## config.mk

```make
export PLATFORM = sky130hd
export DESIGN_NAME = clk_div_multi
export DESIGN_NICKNAME = d
export VERILOG_FILES = /design/src/rtl/clk_div_multi.sv
export SDC_FILE = /design/constraint.sdc
export NUM_CORES = 1
export LEC_CHECK = 0
export CAP_MARGIN = 10
export CORE_ASPECT_RATIO = 0.9
export CORE_MARGIN = 3
export CORE_UTILIZATION = 60
export CTS_CLUSTER_SIZE = 12
export DETAILED_ROUTE_END_ITERATION = 10
export GPL_ROUTABILITY_DRIVEN = 0
export PLACE_DENSITY = 0.77
export SYNTH_ARGS = -nofsm -noshare
export SYNTH_HDL_FRONTEND = slang
export SYNTH_SLANG_ARGS = --single-unit
```

## constraint.sdc

```tcl
create_clock -name clk_w5 -period 6.12 [get_ports clk_w5]
set_input_delay 1.836 -clock clk_w5 [delete_from_list [all_inputs] [get_ports clk_w5]]
set_output_delay 1.836 -clock clk_w5 [all_outputs]
set_load 0.1 [all_outputs]
```

## src/rtl/clk_div_multi.sv

```systemverilog
// clk_div_multi: NCH independent, runtime-programmable 50%-duty clock dividers.
// Each channel counts half-periods of clk_w5 and toggles clk_out. A rewritten
// half-period is held pending and only adopted at a high->low boundary (or
// while parked), so a divided clock never shows a shortened phase.
module clk_div_multi #(
    parameter int NCH      = 2,
    parameter int CH_W     = 1,
    parameter int CNT_W    = 16,
    parameter int DEF_HALF = 25
) (
    input  logic             clk_w5,
    input  logic             reset_b,
    input  logic [NCH-1:0]   en,
    input  logic             div_wr,
    input  logic [CH_W-1:0]  div_ch,
    input  logic [CNT_W-1:0] div_val,
    output logic             div_ack,
    output logic             div_err,
    output logic [NCH-1:0]   clk_out,
    output logic [NCH-1:0]   tick
);

    localparam logic [CNT_W-1:0] DEF_HALF_C = CNT_W'(DEF_HALF);
    localparam logic [CNT_W-1:0] ONE_C      = CNT_W'(1);

    typedef enum logic {
        PARKED = 1'b0,
        RUN    = 1'b1
    } state_e;

    state_e           state      [NCH];
    state_e           state_nxt  [NCH];
    logic [CNT_W-1:0] q          [NCH];
    logic [CNT_W-1:0] q_nxt      [NCH];
    logic [CNT_W-1:0] half       [NCH];
    logic [CNT_W-1:0] half_nxt   [NCH];
    logic [CNT_W-1:0] pend       [NCH];
    logic [CNT_W-1:0] pend_nxt   [NCH];
    logic [NCH-1:0]   pend_v;
    logic [NCH-1:0]   pend_v_nxt;
    logic [NCH-1:0]   clk_nxt;
    logic [NCH-1:0]   tick_nxt;
    logic [NCH-1:0]   apply;
    logic [NCH-1:0]   wr_hit;
    logic             wr_ok;

    // Decode the divisor write: legal channel and non-zero half-period only.
    always_comb begin
        wr_hit = '0;
        wr_ok  = div_wr && (32'(div_ch) < NCH) && (div_val != '0);
        for (int i = 0; i < NCH; i++) begin
            wr_hit[i] = wr_ok && (32'(div_ch) == i);
        end
    end

    // Per-channel next state: park/run control, half-period counting,
    // boundary-synchronised divisor adoption and pending-write capture.
    always_comb begin
        state_nxt  = state;
        q_nxt      = q;
        half_nxt   = half;
        pend_nxt   = pend;
        pend_v_nxt = pend_v;
        clk_nxt    = clk_out;
        tick_nxt   = '0;
        apply      = '0;
        for (int i = 0; i < NCH; i++) begin
            unique case (state[i])
                PARKED: begin
                    // Parked: output low, counter cleared, divisor may change freely.
                    q_nxt[i]   = '0;
                    clk_nxt[i] = 1'b0;
                    apply[i]   = pend_v[i];
                    if (en[i]) begin
                        state_nxt[i] = RUN;
                    end
                end
                RUN: begin
                    if (!en[i] && !clk_out[i]) begin
                        // Disabled while low: park now, stretching the low phase.
                        state_nxt[i] = PARKED;
                        q_nxt[i]     = '0;
                    end else if (q[i] == half[i] - ONE_C) begin
                        q_nxt[i]   = '0;
                        clk_nxt[i] = !clk_out[i];
                        if (clk_out[i]) begin
                            // High->low is the period boundary.
                            apply[i] = pend_v[i];
                            if (!en[i]) begin
                                state_nxt[i] = PARKED;
                            end
                        end else begin
                            tick_nxt[i] = 1'b1;
                        end
                    end else begin
                        q_nxt[i] = q[i] + ONE_C;
                    end
                end
            endcase
            if (apply[i]) begin
                half_nxt[i]   = pend[i];
                pend_v_nxt[i] = 1'b0;
            end
            // A write on the adoption edge stays pending for the next boundary.
            if (wr_hit[i]) begin
                pend_nxt[i]   = div_val;
                pend_v_nxt[i] = 1'b1;
            end
        end
    end

    // Control and output registers with synchronous active-high reset.
    always_ff @(posedge clk_w5) begin
        if (reset_b) begin
            for (int i = 0; i < NCH; i++) begin
                state[i] <= PARKED;
                q[i]     <= '0;
                half[i]  <= DEF_HALF_C;
            end
            pend_v  <= '0;
            clk_out <= '0;
            tick    <= '0;
            div_ack <= 1'b0;
            div_err <= 1'b0;
        end else begin
            for (int i = 0; i < NCH; i++) begin
                state[i] <= state_nxt[i];
                q[i]     <= q_nxt[i];
                half[i]  <= half_nxt[i];
            end
            pend_v  <= pend_v_nxt;
            clk_out <= clk_nxt;
            tick    <= tick_nxt;
            div_ack <= wr_ok;
            div_err <= div_wr && !wr_ok;
        end
    end

    // Pending divisor data; only meaningful while its pend_v flag is set.
    always_ff @(posedge clk_w5) begin
        for (int i = 0; i < NCH; i++) begin
            pend[i] <= pend_nxt[i];
        end
    end

endmodule

```

==> qor.yml <==
global_route:
  grt_pass1_vias: 4191
  grt_overflow: 0
  grt_first_pass_wirelength_mm: 20.8
  track_usage_pct: 24.5
  grt_max_degree: 56
  antenna_found_initial: 0
drt:
  drt_iter0_drc: 335
  wl_mm: 12.4
  wl_per_cell_um: 16.5
  firstDrtPassIters: 5
  drtAntennaViolNets: 0
  via_per_inst: 6.07
  via_count: 4559
  drc: 0
critical_path:
  cpMaxStageDelayCell: "clkdlybuf4s50_1"
  startpoint_type: "flip-flop"
  cp.arrival_ns: 2.01
  end_kind: "output pin"
  startpoint: "clk_out[0]$_SDFFE_PP0P_"
  cp_top_family: "buffers and inverters"
  reg2reg_setup_slack_ns: 2.50
  path_max_fanout: 5
  max_stage_delay_ns: 1.17
  worst-path-buf-inv: 1
  r2r-end: "q[4]$_SDFF_PP0_"
  reg2reg_depth: 7
  critPathRequiredTime_ns: 4.28
  reg2reg_from: "half[2]$_SDFFE_PP0P_"
  crit_type: "flip-flop to output pin"
  crit_chain: "clkdlybuf4s50_1"
sta:
  fin_crit_ns: 3.84
  clock.fmax_ghz: 0.260
  fin_crit_sh_pct: 62.8
  rsz0062_at_grt: "false"
  setup_viol: 0
  setup_ws_ns: 2.28
  worst_slew_pin_slew_ns: 1.08
  finalHoldViolCount: 0
  timing.slew.headroom_pct: 27.7
  slew_viol_final: 0
  fin_worst_skew_ns: 0.0138
  setup_tns_ns: 0
placement:
  pre_cts_ws_ns: 1.96
  post-dp-hpwl_mm: 9.08
  port_buffers: 27
pwr:
  switching_share_pct: 27.0
  p_switching_uw: 359
  ir_drop_v: 0.000231
  clkPwrFrac_pct: 30.9
  combPwrFrac_pct: 10.1
  p_leak_uw: 0.00197
  power.density_nw_per_um2: 214
  p_int_uw: 968
  p_seq_share_pct: 59.0
logic_synthesis:
  synthAdderAreaFrac_pct: 0.873
  synth-compound-area-share_pct: 14.0
  post_synth_inst_count: 619
  ys_async_sr_fraction_pct: 0
  ys_types: 67
  synth-seq-cells: 106
  synth_warnings: 0
  synth_seq_area_share_pct: 42.6
  synth_top_area_cell: "dfxtp_1"
  synth-simple-area-share_pct: 26.3
  synthMuxAreaShare_pct: 3.16
  synth.top_cell.area_share_pct: 25.8
  syn-cell-area_sq_um: 5740
  synth_area_leaders: "dfxtp_1, edfxtp_1, nor2_1"
  synth_nets: 645
  synth-main-ff-cell: "dfxtp_1"
  yosys.area_share.xor_xnor_pct: 9.16
  syn_area_per_cell_sq_um: 9.27
  synth_top_family_by_area: "simple AND/OR/NAND/NOR gates"
  synth_edf_count: 32
layout:
  drive_gt1_share_pct: 7.95
  final_common_cell: "nor2_1"
  nNetsFinal: 650
  n_antenna_cell: 0
  mostFrequentLayoutCells: "nor2_1, dfxtp_1, nand2_1"
  nFillCells: 739
  areaGrowthSynthToFinish_pct: 8.14
die:
  core_region_area_sq_um: 9210
  num_rows: 33
  ios: 28
  die_y_um: 98.8
  die_w_um: 109
  initial_core_util_pct: 62.3
  die_area_sq_um: 10800
clocking:
  postCtsHoldBufs: 0
  htree_levels: 3
  cts_root_buffer: "clkbuf_8"
  cts_resized: 0
  clockBufferDepth: 2
  clkLatencyLatePin_ns: 0.38
  cts_buffers: 9
  post_cts_buffers: 0
  clock_sinks: 106
  cts_tree: "built"
  cts.clk_slew.worst_paths_ns: 0.11
worst_hold_path:
  hold_class: "flip-flop to flip-flop"
  min_from: "half[15]$_SDFFE_PP0P_"
  whs_path_depth: 2
  min_to: "half[15]$_SDFFE_PP0P_"
status:
  status: "completed"
flow_run:
  max_cap_viol_count: 0
[Yosys cell counts (all sizes together) (3+ instances only)]
cell type   n
nor2       82
dfxtp      74
nand2      40
nand2b     37
edfxtp     32
xor2       32
clkbuf     28
xnor2      28
o21ai      24
nand3      23
nor4       19
mux2i      17
nor3       16
a31oi      15
nor3b      15
inv        14
o311ai     13
nand4      11
and3       10
buf        10
or3        10
a21oi       8
ha          4
o31a        4
o31ai       4
a2111oi     3
nand4b      3
nor4b       3
o211ai      3
or4         3
[tightest hold or removal path: cells and delay by family (launching register included)]
| kind | cells | cell delay (ns) |
|---|---|---|
| flops | 1 | 0.34 |
| simple gates | 1 | 0.07 |
| mux | 1 | 0.06 |
[metrics by stage]
stage / power (uW) / utilization (%) / hold WS, ns / instances / instance area, sq um
after floorplan: 885 / - / 0.448 / 619 / 5740
after global placement: 924 / 65.3 / 0.469 / 734 / 6010
after detailed placement: 930 / 65.3 / 0.485 / 734 / 6010
after CTS: 1340 / 67.3 / 0.505 / 750 / 6190
after global routing: 1390 / 67.4 / 0.533 / 751 / 6200
final: 1330 / 67.4 / 0.506 / 751 / 6200
[sequential cells by signal, summed over array words and instances (netlist names), 2 cells and up]
signal	cells
pend_v	2
tick	2
half	32
pend	32
clk_out	2
q	32
state	2
[power groups by stage]
stage	registers [uW]	logic (uW)	clock network [uW]
after floorplan	783	102	0
after detailed placement	799	131	0
after global placement	798	126	0
final	783	133	410
after CTS	783	132	426
after global routing	787	147	454
[cells by family after synthesis]
logic type               Yosys count
AND/OR/NAND/NOR                  284
XOR/XNOR                          60
multiplexers                      18
adder cells (fa/ha/maj)            4
AO/OA/AOI/OAI                     95
buffers and inverters             52
flip-flops                       106
[layer usage]
layer	up-vias	global-route usage, %	part of all wire, %
met5	-	3.33	0.38
met4	2	8.74	2.1
met3	18	5.44	5.2
met2	117	35.5	44
met1	2169	35.5	48
li1	2253	-	-
[layout make-up]
class                      instances  area, sq um  area share [%]
sequential                       106         2440            39.4
clock buffer                      10          128            2.06
clock inverter                     6         58.8           0.948
timing repair buffer              32          303            4.88
multi-input combinational        461         3070            49.4
tap                              122          153            2.46
inverter                          14         52.6           0.847
[how the worst max path moves through the flow]
stage | to | cells after the start
floorplan | pend[16]$_DFFE_PP_ | 4
global placement | pend[28]$_DFFE_PP_ | 5
detailed placement | pend[26]$_DFFE_PP_ | 5
CTS | clk_out[0] | 1
global route | q[4]$_SDFF_PP0_ | 7
finish | clk_out[0] | 1
Power figures use the tool's default switching activity.
